### src/rtl/obstacle_motion_ctrl_pkg.sv
// Shared constants, FSM encoding and per-axis bounce arithmetic for obstacle_motion_ctrl.
// Latency: n/a (package). Backpressure: n/a.
// Contents: arena geometry, derived position limits, state_t, axis_t, axis_step().
package obstacle_motion_ctrl_pkg;

  // Arena geometry (pixels)
  localparam int TOP_V_LINE     = 317;
  localparam int BOTTOM_V_LINE  = 617;
  localparam int LEFT_H_LINE    = 361;
  localparam int RIGHT_H_LINE   = 661;
  localparam int BORDER         = 10;
  localparam int OBS_SIZE       = 40;

  // Motion tuning
  localparam int INIT_SPEED     = 2;
  localparam int MAX_SPEED      = 8;
  localparam int SPEEDUP_FRAMES = 300;

  // Allowed range of the obstacle top-left corner
  localparam int XMIN_I = LEFT_H_LINE + BORDER;
  localparam int XMAX_I = RIGHT_H_LINE - BORDER - OBS_SIZE;
  localparam int YMIN_I = TOP_V_LINE + BORDER;
  localparam int YMAX_I = BOTTOM_V_LINE - BORDER - OBS_SIZE;

  localparam logic [11:0] XMIN = 12'(XMIN_I);
  localparam logic [11:0] XMAX = 12'(XMAX_I);
  localparam logic [11:0] YMIN = 12'(YMIN_I);
  localparam logic [11:0] YMAX = 12'(YMAX_I);
  localparam logic [11:0] XC   = 12'((XMIN_I + XMAX_I) / 2);
  localparam logic [11:0] YC   = 12'((YMIN_I + YMAX_I) / 2);

  localparam logic [3:0]  SPEED_INIT = 4'(INIT_SPEED);
  localparam logic [3:0]  SPEED_MAX  = 4'(MAX_SPEED);
  localparam logic [8:0]  FRAME_LAST = 9'(SPEEDUP_FRAMES - 1);

  typedef enum logic [1:0] {
    IDLE   = 2'd0,
    RUN    = 2'd1,
    FROZEN = 2'd2
  } state_t;

  // Result of one axis step: new position, new direction (1 = increasing), border hit
  typedef struct packed {
    logic [11:0] pos;
    logic        dir;
    logic        hit;
  } axis_t;

  // One frame of motion along a single axis. The clamp onto the limit keeps the
  // result inside [lo, hi], so the unsigned arithmetic can never wrap for
  // positions that start inside the range.
  function automatic axis_t axis_step(input logic [11:0] pos,
                                      input logic        dir,
                                      input logic [3:0]  spd,
                                      input logic [11:0] lo,
                                      input logic [11:0] hi);
    axis_t       r;
    logic [11:0] s;
    s     = {8'd0, spd};
    r.pos = pos;
    r.dir = dir;
    r.hit = 1'b0;
    if (dir) begin
      if (pos + s >= hi) begin
        r.pos = hi;
        r.dir = 1'b0;
        r.hit = 1'b1;
      end else begin
        r.pos = pos + s;
      end
    end else begin
      if (pos - s <= lo) begin
        r.pos = lo;
        r.dir = 1'b1;
        r.hit = 1'b1;
      end else begin
        r.pos = pos - s;
      end
    end
    return r;
  endfunction

endpackage

### src/rtl/obstacle_motion_ctrl_if.sv
// Control inputs and position outputs of the obstacle motion controller.
// Latency: n/a (wiring only). Backpressure: none, outputs are level signals.
// Ports: vsync_in/enable/freeze from the game, obstacle_x/y, speed, moving, bounce back.
interface obstacle_motion_ctrl_if;
  import obstacle_motion_ctrl_pkg::*;

  logic        vsync_in;
  logic        enable;
  logic        freeze;
  logic [11:0] obstacle_x;
  logic [11:0] obstacle_y;
  logic [3:0]  speed;
  logic        moving;
  logic        bounce;

  // Game-side view: drives the controls, consumes the position
  modport master (
    output vsync_in, enable, freeze,
    input  obstacle_x, obstacle_y, speed, moving, bounce
  );

  // Motion-controller view
  modport slave (
    input  vsync_in, enable, freeze,
    output obstacle_x, obstacle_y, speed, moving, bounce
  );
endinterface

### src/rtl/obstacle_motion_ctrl_frame_tick_gen.sv
// Rising-edge detector on vsync producing a one-cycle frame tick.
// Latency: tick is combinational in the cycle vsync_in is first sampled high. Backpressure: none.
// Ports: pclk, rst (async active-low), vsync_in -> tick.
module frame_tick_gen (
  input  logic pclk,
  input  logic rst,
  input  logic vsync_in,
  output logic tick
);

  logic vsync_prev;

  always_ff @(posedge pclk or negedge rst) begin
    if (!rst) begin
      vsync_prev <= 1'b0;
    end else begin
      vsync_prev <= vsync_in;
    end
  end

  assign tick = vsync_in & ~vsync_prev;

endmodule

### src/rtl/obstacle_motion_ctrl.sv
// Per-frame position of the bouncing obstacle, with periodic speed-up.
// Latency: position updates on the pclk edge that first samples vsync high. Backpressure: none.
// Ports: pclk, rst (async active-low), obs (slave modport: controls in, position/status out).
module obstacle_motion_ctrl
  import obstacle_motion_ctrl_pkg::*;
(
  input  logic                   pclk,
  input  logic                   rst,
  obstacle_motion_ctrl_if.slave  obs
);

  logic        tick;
  state_t      state;
  logic [11:0] pos_x;
  logic [11:0] pos_y;
  logic        dir_x;
  logic        dir_y;
  logic [3:0]  spd;
  logic [8:0]  frame_cnt;
  logic        moving_q;
  logic        bounce_q;
  axis_t       nx;
  axis_t       ny;

  frame_tick_gen u_frame_tick_gen (
    .pclk     (pclk),
    .rst      (rst),
    .vsync_in (obs.vsync_in),
    .tick     (tick)
  );

  // Candidate next positions; only committed on a RUN tick
  always_comb begin
    nx = axis_step(pos_x, dir_x, spd, XMIN, XMAX);
    ny = axis_step(pos_y, dir_y, spd, YMIN, YMAX);
  end

  always_ff @(posedge pclk or negedge rst) begin
    if (!rst) begin
      state     <= IDLE;
      pos_x     <= XC;
      pos_y     <= YC;
      dir_x     <= 1'b1;
      dir_y     <= 1'b1;
      spd       <= SPEED_INIT;
      frame_cnt <= '0;
      moving_q  <= 1'b0;
      bounce_q  <= 1'b0;
    end else begin
      bounce_q <= 1'b0;
      case (state)
        IDLE: begin
          // A tick coinciding with enable is deliberately dropped here
          if (obs.enable) begin
            state    <= RUN;
            moving_q <= 1'b1;
          end
        end

        RUN: begin
          if (!obs.enable) begin
            state     <= IDLE;
            moving_q  <= 1'b0;
            pos_x     <= XC;
            pos_y     <= YC;
            dir_x     <= 1'b1;
            dir_y     <= 1'b1;
            spd       <= SPEED_INIT;
            frame_cnt <= '0;
          end else if (obs.freeze) begin
            state    <= FROZEN;
            moving_q <= 1'b0;
          end else if (tick) begin
            pos_x    <= nx.pos;
            dir_x    <= nx.dir;
            pos_y    <= ny.pos;
            dir_y    <= ny.dir;
            // Corner hits merge into a single pulse
            bounce_q <= nx.hit | ny.hit;
            if (frame_cnt == FRAME_LAST) begin
              frame_cnt <= '0;
              if (spd < SPEED_MAX) begin
                spd <= spd + 4'd1;
              end
            end else begin
              frame_cnt <= frame_cnt + 9'd1;
            end
          end
        end

        FROZEN: begin
          // Only dropping enable leaves FROZEN; releasing freeze does not resume
          if (!obs.enable) begin
            state     <= IDLE;
            pos_x     <= XC;
            pos_y     <= YC;
            dir_x     <= 1'b1;
            dir_y     <= 1'b1;
            spd       <= SPEED_INIT;
            frame_cnt <= '0;
          end
        end

        default: begin
          state    <= IDLE;
          moving_q <= 1'b0;
        end
      endcase
    end
  end

  assign obs.obstacle_x = pos_x;
  assign obs.obstacle_y = pos_y;
  assign obs.speed      = spd;
  assign obs.moving     = moving_q;
  assign obs.bounce     = bounce_q;

endmodule

### src/flat_wrapper.sv
// flat-port wrapper written by rule: the top's interface ports become plain ports
module obstacle_motion_ctrl_flat import obstacle_motion_ctrl_pkg::*;
  (pclk, rst, obs_vsync_in, obs_enable, obs_freeze, obs_obstacle_x, obs_obstacle_y, obs_speed, obs_moving, obs_bounce);
  obstacle_motion_ctrl_if obs_i ();
  input  logic pclk;
  input  logic rst;
  input wire logic [$bits(obs_i.vsync_in)-1:0] obs_vsync_in;
  input wire logic [$bits(obs_i.enable)-1:0] obs_enable;
  input wire logic [$bits(obs_i.freeze)-1:0] obs_freeze;
  output wire logic [$bits(obs_i.obstacle_x)-1:0] obs_obstacle_x;
  output wire logic [$bits(obs_i.obstacle_y)-1:0] obs_obstacle_y;
  output wire logic [$bits(obs_i.speed)-1:0] obs_speed;
  output wire logic [$bits(obs_i.moving)-1:0] obs_moving;
  output wire logic [$bits(obs_i.bounce)-1:0] obs_bounce;
  assign obs_i.vsync_in = obs_vsync_in;
  assign obs_i.enable = obs_enable;
  assign obs_i.freeze = obs_freeze;
  assign obs_obstacle_x = obs_i.obstacle_x;
  assign obs_obstacle_y = obs_i.obstacle_y;
  assign obs_speed = obs_i.speed;
  assign obs_moving = obs_i.moving;
  assign obs_bounce = obs_i.bounce;
  obstacle_motion_ctrl u_core (.pclk(pclk), .rst(rst), .obs(obs_i));
endmodule
### config.mk
export PLATFORM = sky130hd
export DESIGN_NAME = obstacle_motion_ctrl_flat
export DESIGN_NICKNAME = d
export VERILOG_FILES = /design/src/rtl/obstacle_motion_ctrl_pkg.sv /design/src/rtl/obstacle_motion_ctrl_if.sv /design/src/rtl/obstacle_motion_ctrl_frame_tick_gen.sv /design/src/rtl/obstacle_motion_ctrl.sv /design/src/flat_wrapper.sv
export SDC_FILE = /design/constraint.sdc
export NUM_CORES = 1
export LEC_CHECK = 0
export BUFFER_PORTS_ARGS = -buffer_cell sky130_fd_sc_hd__buf_4
export CORE_MARGIN = 2
export CORE_UTILIZATION = 57
export CTS_BUF_LIST = sky130_fd_sc_hd__clkbuf_4 sky130_fd_sc_hd__clkbuf_8
export CTS_CLUSTER_DIAMETER = 80
export CTS_CLUSTER_SIZE = 30
export DETAILED_ROUTE_END_ITERATION = 10
export MAX_ROUTING_LAYER = met4
export PLACE_DENSITY = 0.86
export SYNTH_ARGS = -nofsm -noshare
export SYNTH_HDL_FRONTEND = slang
export SYNTH_HIERARCHICAL = 1
export SYNTH_SLANG_ARGS = --single-unit
### constraint.sdc
create_clock -name pclk -period 3.23 [get_ports pclk]
set_input_delay 0.1615 -clock pclk [delete_from_list [all_inputs] [get_ports pclk]]
set_output_delay 0.1615 -clock pclk [all_outputs]
set_load 0.005 [all_outputs]
==> metrics.csv <==
stage;metric;value;unit
run_status;status;finished, violations left;
run_status;violations;negative setup slack;
timing;slew_violations;0;
timing;period_needed;3270;ps
yosys;synth_seq_cells;44;
clock_network;numCtsBuffers;5;
timing;worst_slack;-40.9;ps
timing;fin_crit_sh;101;%
worst_setup_path;critPathKind;flop to flop;
clock_network;ctsRootBufferMaster;clkbuf_8;
timing;slew_headroom;40.3;%
global_routing;gr-total-overflow;0;
route;dr.pass1.iters;5;
yosys;yosysMostFrequentCell;nor2_1;
placed_design;gp_congestion;0.979;
yosys;ys.flop_type;dfrtp_1;
yosys;async_flop_share;100;%
layout;fin_util;67.7;%
yosys;synth_area_leader_cell;dfrtp_1;
route;vias_per_cell;6.49;
global_routing;grt_pass1_vias;3798;
route;wire_per_inst;18.6;um
floorplan;dieWidth;88.0;um
power_and_ir_drop;total_leakage_power;1.89;nW
timing;tightest_slew;895;ps
placed_design;placedCellCount;611;
layout;diodes;0;
yosys;synth_area_leaders;dfrtp_1 (16%), dfstp_2 (12%), ha_1 (5.6%);
yosys;syn-cell-area;4030;um^2
yosys;synth_top_area_share;16.2;%
timing;finalSetupViolCount;2;
placed_design;preCtsSetupSlack;-35.9;ps
worst_setup_path;endpoint_kind;flop;
layout;final_area;4630;um^2
timing;hold_viol;0;
global_routing;grt_max_degree;45;
floorplan;die-area;7750;um^2
route;finalWirelength;11.6;mm
placed_design;post-dp-hpwl;8.13;mm
power_and_ir_drop;power-per-cell-area;546;nW/um^2
yosys;yosys_warnings;6;
layout;final_cells;623;
placed_design;dpl-instance-area;4410;um^2
hold_path;worstHoldPathType;primary input to flop;
timing;fin_hold_ws;121;ps
worst_setup_path;arrival;3500;ps
layout;syn_to_final_growth;14.9;%
clock_network;clock_tree.buffer_depth;2;
layout;nNetsFinal;553;
floorplan;die_h;88.0;um
yosys;synthTopCellsByCount;nor2_1 (42), nand2_1 (36), o21ai_0 (32), a21oi_1 (30), dfrtp_1 (26);
worst_setup_path;worstPathRequired;3460;ps
global_routing;antenna_found_initial;0;
floorplan;rows;30;
yosys;syn_inst;487;
route;ant_nets;0;
timing;fin_skew;8.90;ps
power_and_ir_drop;p_total;2.53;mW
floorplan;core-area;6830;um^2
clock_network;cts.sinks;44;
timing;rsz0062_at_grt;true;
floorplan;initial_utilization;58.9;%
placed_design;port_buffers;34;
route;drc;0;
route;vias;4044;
timing;fmax;306;MHz
worst_setup_path;critPathLaunchType;flop;
yosys;avgSynthCellArea;8.27;um^2
global_routing;grt_use_total;31.2;%
clock_network;cts_tree;yes;
yosys;synth_edf_count;0;
yosys;synthesis.nets;514;
clock_network;path_clk_slew;90;ps
clock_network;insertion_delay;310;ps
run;max_cap_viol_count;0;
yosys;synth_cell_types;81;
power_and_ir_drop;ir_drop;0.303;mV
timing;tns;-62.1;ps
yosys;yosysSeqAreaShare;27.9;%
route;drtIter0Drc;311;
floorplan;io_pins;35;
layout;layout-drive-gt1-share;23.7;%
worst_setup_path;crit_fanout;4;
clock_network;htreeDepth;2;
global_routing;grt_pass1_wl;18.3;mm
==> metal layers <==
| layer | track usage [%] | up-vias | part of all wire (%) |
|---|---|---|---|
| met3 | 4.34 | 45 | 6.1 |
| met4 | 14.2 | 0 | 4.0 |
| met5 | - | - | 0 |
| met2 | 51.2 | 173 | 50 |
| li1 | - | 1885 | - |
| met1 | 38.1 | 1941 | 40 |
==> logic make-up after synthesis <==
| family | Yosys count | synth area share, % |
|---|---|---|
| DFF | 44 | 27.9 |
| muxes | 2 | 0.528 |
| buffers and inverters | 52 | 6.62 |
| adders and majority gates | 22 | 7.58 |
| AOI/OAI and AO/OA | 156 | 27.7 |
| xor gates and xnor gates | 19 | 4.13 |
| and+or+nand+nor | 192 | 25.5 |
==> path summary, 6_finish.rpt <==
kind	from	end	slack, ps	depth (start not counted)
worst max-delay path	u_core/obs.obstacle_x[0]$_DFFE_PN1P_	u_core/obs.obstacle_x[7]$_DFFE_PN1P_	-40	13
worst min-delay path	obs_enable	u_core/state[1]$_DFFE_PN0P_	120	2
worst max register to register	u_core/obs.obstacle_x[0]$_DFFE_PN1P_	u_core/obs.obstacle_x[7]$_DFFE_PN1P_	-40	13
worst min register to register	u_core/frame_cnt[8]$_DFFE_PN0P_	u_core/frame_cnt[8]$_DFFE_PN0P_	490	1
max in group asynchronous	rst	u_core/obs.obstacle_x[7]$_DFFE_PN1P_	2450	2
min in group asynchronous	rst	u_core/frame_cnt[7]$_DFFE_PN0P_	380	2
==> power breakdown <==
part	leakage (nW)	switching [mW]	total [mW]	internal (mW)
clock	0.0548	0.220	0.453	0.233
combinational	1.30	0.807	1.38	0.572
sequential	0.542	0.0760	0.693	0.617
total	1.89	1.10	2.53	1.42
==> registers in the layout, summed over array words and instances (netlist names) <==
name                                count
u_core/dir_x                            1
u_core/dir_y                            1
u_core/frame_cnt                        9
u_core/obs.bounce                       1
u_core/obs.moving                       1
u_core/obs.obstacle_x                  12
u_core/obs.obstacle_y                  12
u_core/obs.speed                        4
u_core/state                            2
u_core/u_frame_tick_gen/vsync_prev      1
==> area by class of cell <==
class	count	area [um^2]
repair buffers	64	485
clock inverters	3	46.3
fillers	568	2200
flip-flops and latches	44	1120
multi-input cells	391	2710
clock buffers	5	68.8
well taps	96	120
inverters	20	77.6
==> placed cells by master (no fill, tap or decap), types with 3 or more instances in the layout <==
cell type | Yosys | final
buf_4 | 0 | 62
nor2_1 | 42 | 41
nand2_1 | 36 | 35
o21ai_0 | 32 | 31
a21oi_1 | 30 | 30
dfrtp_1 | 26 | 26
inv_1 | 20 | 19
ha_1 | 18 | 18
dfstp_2 | 18 | 18
nor3_1 | 19 | 17
nand3_1 | 12 | 12
nor2b_1 | 13 | 12
xnor2_1 | 11 | 11
o31ai_1 | 11 | 10
nand2b_1 | 10 | 10
and2_1 | 8 | 8
nand4_1 | 8 | 8
o21a_1 | 9 | 8
xor2_1 | 8 | 8
and3_1 | 7 | 7
nor3b_1 | 6 | 6
a31oi_1 | 7 | 6
clkbuf_8 | 1 | 5
nor4_1 | 6 | 5
a21o_1 | 5 | 5
o211ai_1 | 5 | 5
nand4b_1 | 5 | 5
a32oi_1 | 4 | 4
o31a_1 | 4 | 4
o32ai_1 | 4 | 4
or2_2 | 4 | 4
a211o_1 | 3 | 3
a2bb2oi_1 | 3 | 3
nand3b_1 | 3 | 3
a211oi_1 | 4 | 3
o21ai_1 | 2 | 3
a2111oi_2 | 2 | 3
a211oi_2 | 2 | 3
fa_1 | 4 | 3
==> critical path, cell delays in order (launching register included) <==
cell	delay, ps
dfstp_2	390
inv_1	80
ha_1	170
inv_1	60
fa_1	400
a21o_1	220
and2_1	210
a2111oi_2	370
o32a_2	200
a21o_1	200
buf_4	150
and2b_2	220
o311a_1	300
a211oi_2	220
==> timing repair <==
| action | 4_1_cts | 5_1_grt |
|---|---|---|
| endpoints found under the hold margin | 27 | 0 |
| resized for setup | 4 | 15 |
| setup buffers | 1 | 1 |
| endpoints found under the setup margin | 3 | 17 |
| pin swaps | 3 | 4 |
| hold buffers | 2 | 0 |
Note: power is estimated with default switching activity, not from simulation.
